$ cat src/rtl/imm_gen_pipe_if.sv
// Bundle handshake bus for the immediate generator: fetch side in, execute side out.
// Latency: none (wires only).
// Backpressure: in_ready_o / out_ready_i carry the valid-ready flow control.
interface imm_gen_pipe_if #(
    parameter int DATA_WIDTH = 32,
    parameter int LANES      = 2
);
    logic                          flush_i;
    logic                          in_valid_i;
    logic                          in_ready_o;
    logic [LANES*DATA_WIDTH-1:0]   instr_i;
    logic [LANES*3-1:0]            imm_src_i;
    logic                          out_valid_o;
    logic                          out_ready_i;
    logic [LANES*DATA_WIDTH-1:0]   imm_o;
    logic [LANES-1:0]              imm_err_o;

    // Seen from the immediate generator itself.
    modport slave (
        input  flush_i, in_valid_i, instr_i, imm_src_i, out_ready_i,
        output in_ready_o, out_valid_o, imm_o, imm_err_o
    );

    // Seen from the surrounding decode logic (or a bench).
    modport master (
        output flush_i, in_valid_i, instr_i, imm_src_i, out_ready_i,
        input  in_ready_o, out_valid_o, imm_o, imm_err_o
    );
endinterface

$ cat src/rtl/imm_gen_pipe.sv
// Multi-lane registered immediate generator; IMM_ZICSR_EN enables the Z (CSR uimm) format.
// Latency: 1 cycle from input transfer to out_valid_o (main register plus one skid entry).
// Backpressure: in_ready_o is a registered !skid_valid; a stalled consumer fills the skid, never drops.
module imm_gen_pipe #(
    parameter int DATA_WIDTH = 32,   // only 32 is supported
    parameter int LANES      = 2
) (
    input  logic             clk,
    input  logic             rst_n,
    imm_gen_pipe_if.slave    bus
);

    localparam int BW = LANES * DATA_WIDTH;

    // Decode one lane. Opcode bits [6:0] play no part in any immediate format.
    // Returns {err, imm}.
    function automatic logic [32:0] decode_lane(input logic [31:7] i, input logic [2:0] src);
        logic [32:0] r;
        r = {1'b1, 32'b0};
        case (src)
            3'b000: r = {1'b0, {20{i[31]}}, i[31:20]};
            3'b001: r = {1'b0, {20{i[31]}}, i[31:25], i[11:7]};
            3'b010: r = {1'b0, {19{i[31]}}, i[31], i[7], i[30:25], i[11:8], 1'b0};
            3'b011: r = {1'b0, i[31:12], 12'b0};
            3'b100: r = {1'b0, {11{i[31]}}, i[31], i[19:12], i[20], i[30:21], 1'b0};
`ifdef IMM_ZICSR_EN
            3'b101: r = {1'b0, 27'b0, i[19:15]};
`else
            3'b101: r = {1'b1, 32'b0};
`endif
            default: r = {1'b1, 32'b0};
        endcase
        return r;
    endfunction

    logic [BW-1:0]          dec_imm;
    logic [LANES-1:0]       dec_err;
    logic [LANES*7-1:0]     opcode_unused;

    logic                   main_vld;
    logic [BW-1:0]          main_imm;
    logic [LANES-1:0]       main_err;
    logic                   skid_vld;
    logic [BW-1:0]          skid_imm;
    logic [LANES-1:0]       skid_err;

    logic                   in_xfer;
    logic                   out_xfer;

    // Lanes are decoded independently; the bundle then moves as one unit.
    always_comb begin
        dec_imm       = '0;
        dec_err       = '0;
        opcode_unused = '0;
        for (int k = 0; k < LANES; k++) begin
            {dec_err[k], dec_imm[k*DATA_WIDTH +: DATA_WIDTH]} =
                decode_lane(bus.instr_i[k*DATA_WIDTH+7 +: 25], bus.imm_src_i[k*3 +: 3]);
            opcode_unused[k*7 +: 7] = bus.instr_i[k*DATA_WIDTH +: 7];
        end
    end

    assign in_xfer  = bus.in_valid_i & ~skid_vld;
    assign out_xfer = main_vld & bus.out_ready_i;

    // Main/skid pair: skid drains into main before new input so bundle order is kept.
    always_ff @(posedge clk or negedge rst_n) begin
        if (!rst_n) begin
            main_vld <= 1'b0;
            main_imm <= '0;
            main_err <= '0;
            skid_vld <= 1'b0;
            skid_imm <= '0;
            skid_err <= '0;
        end else if (bus.flush_i) begin
            // Redirect: everything buffered and anything offered now is stale.
            main_vld <= 1'b0;
            skid_vld <= 1'b0;
        end else if (!main_vld || out_xfer) begin
            if (skid_vld) begin
                main_imm <= skid_imm;
                main_err <= skid_err;
                main_vld <= 1'b1;
                skid_vld <= 1'b0;
            end else if (in_xfer) begin
                main_imm <= dec_imm;
                main_err <= dec_err;
                main_vld <= 1'b1;
            end else begin
                main_vld <= 1'b0;
            end
        end else if (in_xfer) begin
            // Main is stalled; park the new bundle until it drains.
            skid_imm <= dec_imm;
            skid_err <= dec_err;
            skid_vld <= 1'b1;
        end
    end

    assign bus.in_ready_o  = ~skid_vld;
    assign bus.out_valid_o = main_vld;
    assign bus.imm_o       = main_imm;
    assign bus.imm_err_o   = main_err;

endmodule
$ cat src/flat_wrapper.sv
// flat-port wrapper written by rule: the top's interface ports become plain ports
module imm_gen_pipe_flat 
#(
    parameter int DATA_WIDTH = 32,                          
    parameter int LANES      = 2
)
  (clk, rst_n, bus_flush_i, bus_in_valid_i, bus_instr_i, bus_imm_src_i, bus_out_ready_i, bus_in_ready_o, bus_out_valid_o, bus_imm_o, bus_imm_err_o);
  imm_gen_pipe_if #(.DATA_WIDTH(DATA_WIDTH), .LANES(LANES)) bus_i ();
  input  logic clk;
  input  logic rst_n;
  input wire logic [$bits(bus_i.flush_i)-1:0] bus_flush_i;
  input wire logic [$bits(bus_i.in_valid_i)-1:0] bus_in_valid_i;
  input wire logic [$bits(bus_i.instr_i)-1:0] bus_instr_i;
  input wire logic [$bits(bus_i.imm_src_i)-1:0] bus_imm_src_i;
  input wire logic [$bits(bus_i.out_ready_i)-1:0] bus_out_ready_i;
  output wire logic [$bits(bus_i.in_ready_o)-1:0] bus_in_ready_o;
  output wire logic [$bits(bus_i.out_valid_o)-1:0] bus_out_valid_o;
  output wire logic [$bits(bus_i.imm_o)-1:0] bus_imm_o;
  output wire logic [$bits(bus_i.imm_err_o)-1:0] bus_imm_err_o;
  assign bus_i.flush_i = bus_flush_i;
  assign bus_i.in_valid_i = bus_in_valid_i;
  assign bus_i.instr_i = bus_instr_i;
  assign bus_i.imm_src_i = bus_imm_src_i;
  assign bus_i.out_ready_i = bus_out_ready_i;
  assign bus_in_ready_o = bus_i.in_ready_o;
  assign bus_out_valid_o = bus_i.out_valid_o;
  assign bus_imm_o = bus_i.imm_o;
  assign bus_imm_err_o = bus_i.imm_err_o;
  imm_gen_pipe #(.DATA_WIDTH(DATA_WIDTH), .LANES(LANES)) u_core (.clk(clk), .rst_n(rst_n), .bus(bus_i));
endmodule
$ cat config.mk
export PLATFORM = sky130hd
export DESIGN_NAME = imm_gen_pipe_flat
export DESIGN_NICKNAME = d
export VERILOG_FILES = /design/src/rtl/imm_gen_pipe_if.sv /design/src/rtl/imm_gen_pipe.sv /design/src/flat_wrapper.sv
export SDC_FILE = /design/constraint.sdc
export NUM_CORES = 1
export LEC_CHECK = 0
export BUFFER_PORTS_ARGS = -buffer_cell sky130_fd_sc_hd__buf_4
export CAP_MARGIN = 5
export CORE_MARGIN = 2
export CORE_UTILIZATION = 40
export CTS_CLUSTER_DIAMETER = 150
export CTS_CLUSTER_SIZE = 28
export DETAILED_ROUTE_END_ITERATION = 10
export RECOVER_POWER = 25
export SETUP_SLACK_MARGIN = 0.3
export SYNTH_ARGS = -nofsm -noshare
export SYNTH_HDL_FRONTEND = slang
export SYNTH_SLANG_ARGS = --single-unit
$ cat constraint.sdc
create_clock -name clk -period 1.8 [get_ports clk]
set_input_delay 0.36 -clock clk [delete_from_list [all_inputs] [get_ports clk]]
set_output_delay 0.36 -clock clk [all_outputs]
set_load 0.01 [all_outputs]
==> impl_metrics.ini <==
[clock_tree]
clk-insertion-delay-late_ps = 410
sink_count_of_the_clock_tree = 134
tritoncts_clock_tree = built
ctsRootBufferMaster = sky130_fd_sc_hd__clkbuf_16
cts_buffer_depth = 2
cts.reportedPaths.clkPinSlew_ps = 60
tritoncts.num_buffers = 17
h-tree-depth = 4

[layout]
final_common_cell = sky130_fd_sc_hd__buf_4
finalNetCount = 879
drive_above_1_share = 0.261
area_growth_pct = 33.0
fillCellCount = 1392
layout.cells.most_common_list = sky130_fd_sc_hd__buf_4 (149), sky130_fd_sc_hd__dfrtp_1 (134), sky130_fd_sc_hd__nand2_1 (110)
antenna_cells = 0
non_filler_cells_final = 1027

[logic_synthesis]
synth_seq_cells = 134
post_synth_num_cell_types = 32
synthArstFlopShare = 1.00
postSynthAreaPerCell_um2 = 9.26
synth-edff-count = 0
ys_seq_area_frac = 0.533
syn_nets = 755
synth_flop_cell = sky130_fd_sc_hd__dfrtp_1
synth.yosys.warnings = 0
synth_area_mm2 = 0.00629
syn-instance-count = 680

[worst_setup_path]
worstSetupStartpoint = u_core.skid_vld$_DFFE_PN0P_
timing.critical_path.arrival_ps = 1930
critical_path.reg2reg.startpoint = u_core.skid_vld$_DFFE_PN0P_
crit_path_end_kind = register
required_ps = 2140
start_kind = register
worstRegToRegCells = 5
rrSetupSlack_ps = 210
r2r-end = u_core.bus.imm_o[63]$_DFFE_PN0P_
critical_path_class = register to register
critical_path_peak_fanout = 29

[hold_path]
path_type_of_the_worst_min_delay_path = primary input to register
hold_path_depth = 2
timing.hold.worst.start = bus_flush_i
min_to = u_core.bus.out_valid_o$_DFFE_PN0N_

[timing]
fin_skew_ps = 7.92
finalHoldViolCount = 0
setup_violations = 0
layout_min_cycle_time_ps = 1590
slew_headroom = 0.616
layout_worst_path_cycle_share = 0.882
tightest_slew_ps = 575
grt_setup_unrepaired = true
finalSetupTns_ps = 0
maxSlewViolCount = 0
max_clock_freq_mhz = 630
worst_slack_ps = 213

[power_and_ir_drop]
leakage_nw = 3.70
vdd.ir_drop.worst_v = 0.000778
power_per_cell_area_mw_per_mm2 = 1090

[place]
gp_routability_congestion = 0.788
dp_hpwl_um = 12000
io_buffers = 128
placedCellCount = 980
detailedPlace.worstSlack_ps = 92.1

[route]
initial_detailed_routing_violation_count = 393
via_per_inst = 5.51
detail_route.first_pass.iterations = 5
dr_total_vias = 5654
avgRoutedWirePerCell_um = 18.5
drt.antenna.violating_nets = 0
drt-total-wl_um = 19000
post_route_drc = 0

[global_routing]
grt_antenna_before_repair = 0
grt_max_degree = 47
grt_first_pass_wirelength_um = 28500
track_usage = 0.221
first_global_vias = 5571
grt_remaining_overflow = 0

[die]
fp-row-count = 45
design.core.area_mm2 = 0.0153
die_area_mm2 = 0.0168
floorplan.io_pins = 143
die_w_um = 129
floorplan.initialDensity = 0.411
die_h_um = 129

[run_status]
status = finished clean

[flow_run]
maxCapViolCount = 0
cell usage after synthesis, types with 2 or more instances:
cell type | number | area (µm²)
sky130_fd_sc_hd__a21oi_1 | 88 | 440
sky130_fd_sc_hd__a22o_1 | 12 | 105
sky130_fd_sc_hd__a31oi_1 | 8 | 50.1
sky130_fd_sc_hd__buf_1 | 5 | 18.8
sky130_fd_sc_hd__buf_2 | 27 | 135
sky130_fd_sc_hd__buf_4 | 5 | 37.5
sky130_fd_sc_hd__buf_6 | 3 | 33.8
sky130_fd_sc_hd__clkbuf_1 | 23 | 86.3
sky130_fd_sc_hd__dfrtp_1 | 134 | 3350
sky130_fd_sc_hd__inv_1 | 2 | 7.51
sky130_fd_sc_hd__maj3_2 | 2 | 22.5
sky130_fd_sc_hd__mux2i_1 | 2 | 20.0
sky130_fd_sc_hd__nand2_1 | 111 | 417
sky130_fd_sc_hd__nand2b_1 | 13 | 81.3
sky130_fd_sc_hd__nand3_1 | 51 | 255
sky130_fd_sc_hd__nor2_1 | 29 | 109
sky130_fd_sc_hd__nor2b_1 | 8 | 50.1
sky130_fd_sc_hd__nor2b_4 | 2 | 27.5
sky130_fd_sc_hd__nor3_1 | 3 | 15.0
sky130_fd_sc_hd__nor3b_1 | 21 | 158
sky130_fd_sc_hd__nor4_1 | 2 | 12.5
sky130_fd_sc_hd__o211ai_1 | 48 | 360
sky130_fd_sc_hd__o21a_1 | 8 | 60.1
sky130_fd_sc_hd__o21ai_0 | 8 | 40.0
sky130_fd_sc_hd__o21ai_1 | 50 | 250
sky130_fd_sc_hd__o22a_1 | 8 | 70.1
sky130_fd_sc_hd__o41ai_2 | 2 | 32.5
flip-flops by register name, summed over array words and instances (netlist names):
signal,flops
u_core.bus.imm_o,64
u_core.skid_imm,64
u_core.bus.imm_err_o,2
u_core.skid_err,2
u_core.bus.out_valid_o,1
u_core.skid_vld,1
layout make-up:
cell class                      count  area (µm²)  area share
Timing Repair Buffer              168        1470       0.176
Tap cell                          211         264      0.0315
Clock buffer                       22         484      0.0578
Clock inverter                      9         124      0.0148
Inverter                            2        10.0     0.00120
Sequential cell                   134        3350       0.400
Multi-Input combinational cell    481        2660       0.318
worst max-delay path, stage by stage (launching register included):
cell	delay, ps
sky130_fd_sc_hd__dfrtp_1	470
sky130_fd_sc_hd__nor2_1	350
sky130_fd_sc_hd__or3_4	260
sky130_fd_sc_hd__buf_12	210
sky130_fd_sc_hd__a21oi_2	40
sky130_fd_sc_hd__a21oi_1	180
where the power goes:
group	internal (W)	switching [W]	total [W]
Clock	0.00231	0.00126	0.00356
Sequential	0.00353	0.000302	0.00383
Combinational	0.000825	0.000904	0.00173
metal layers:
layer,vias to the layer above,routed length [µm],share of wire,GRT usage
li1,2661,-,-,-
met1,2769,8120,0.43,0.276
met2,195,9450,0.50,0.377
met3,29,1040,0.055,0.0524
met4,0,362,0.019,0.0753
met5,-,0,0,0
stage by stage:
step / cell area, µm² / hold slack (ps) / utilization / total power, W
floorplan: 6290 / 64.4 / - / 0.00468
global placement: 7490 / 339 / 0.489 / 0.00546
detailed placement: 7490 / 347 / 0.489 / 0.00553
CTS: 8170 / 127 / 0.534 / 0.00914
global route: 8370 / 151 / 0.547 / 0.00957
finish: 8370 / 154 / 0.547 / 0.00912
timing repair:
item | 4_1_cts | 5_1_grt
buffers inserted | 2 | 6
hold buffers | 1 | 0
pin swaps | 1 | 3
cloned | 1 | 6
endpoints found under the hold margin | 42 | 0
gates resized for setup | 9 | 10
endpoints found under the setup margin | 68 | 79
how the worst max path moves through the flow:
stage | to | slack [ps] | cells after the start
global route | u_core.bus.imm_o[63]$_DFFE_PN0P_ | 120 | 5
detailed placement | u_core.bus.imm_o[48]$_DFFE_PN0P_ | 90 | 5
finish | u_core.bus.imm_o[63]$_DFFE_PN0P_ | 210 | 5
floorplan | u_core.bus.imm_o[57]$_DFFE_PN0P_ | 280 | 7
CTS | bus_in_ready_o | 270 | 2
global placement | u_core.skid_imm[39]$_DFFE_PN0P_ | 130 | 6
cells by family (layout without fill, tap and decap cells):
group,Yosys count,count (layout),synth area share
AO/OA/AOI/OAI,233,233,0.225
multiplexers,2,2,0.00318
flip-flops,134,134,0.533
AND/OR/NAND/NOR,244,244,0.184
buffers and inverters,65,201,0.0507
adder cells (fa/ha/maj),2,2,0.00358
Power figures use the tool's default switching activity.
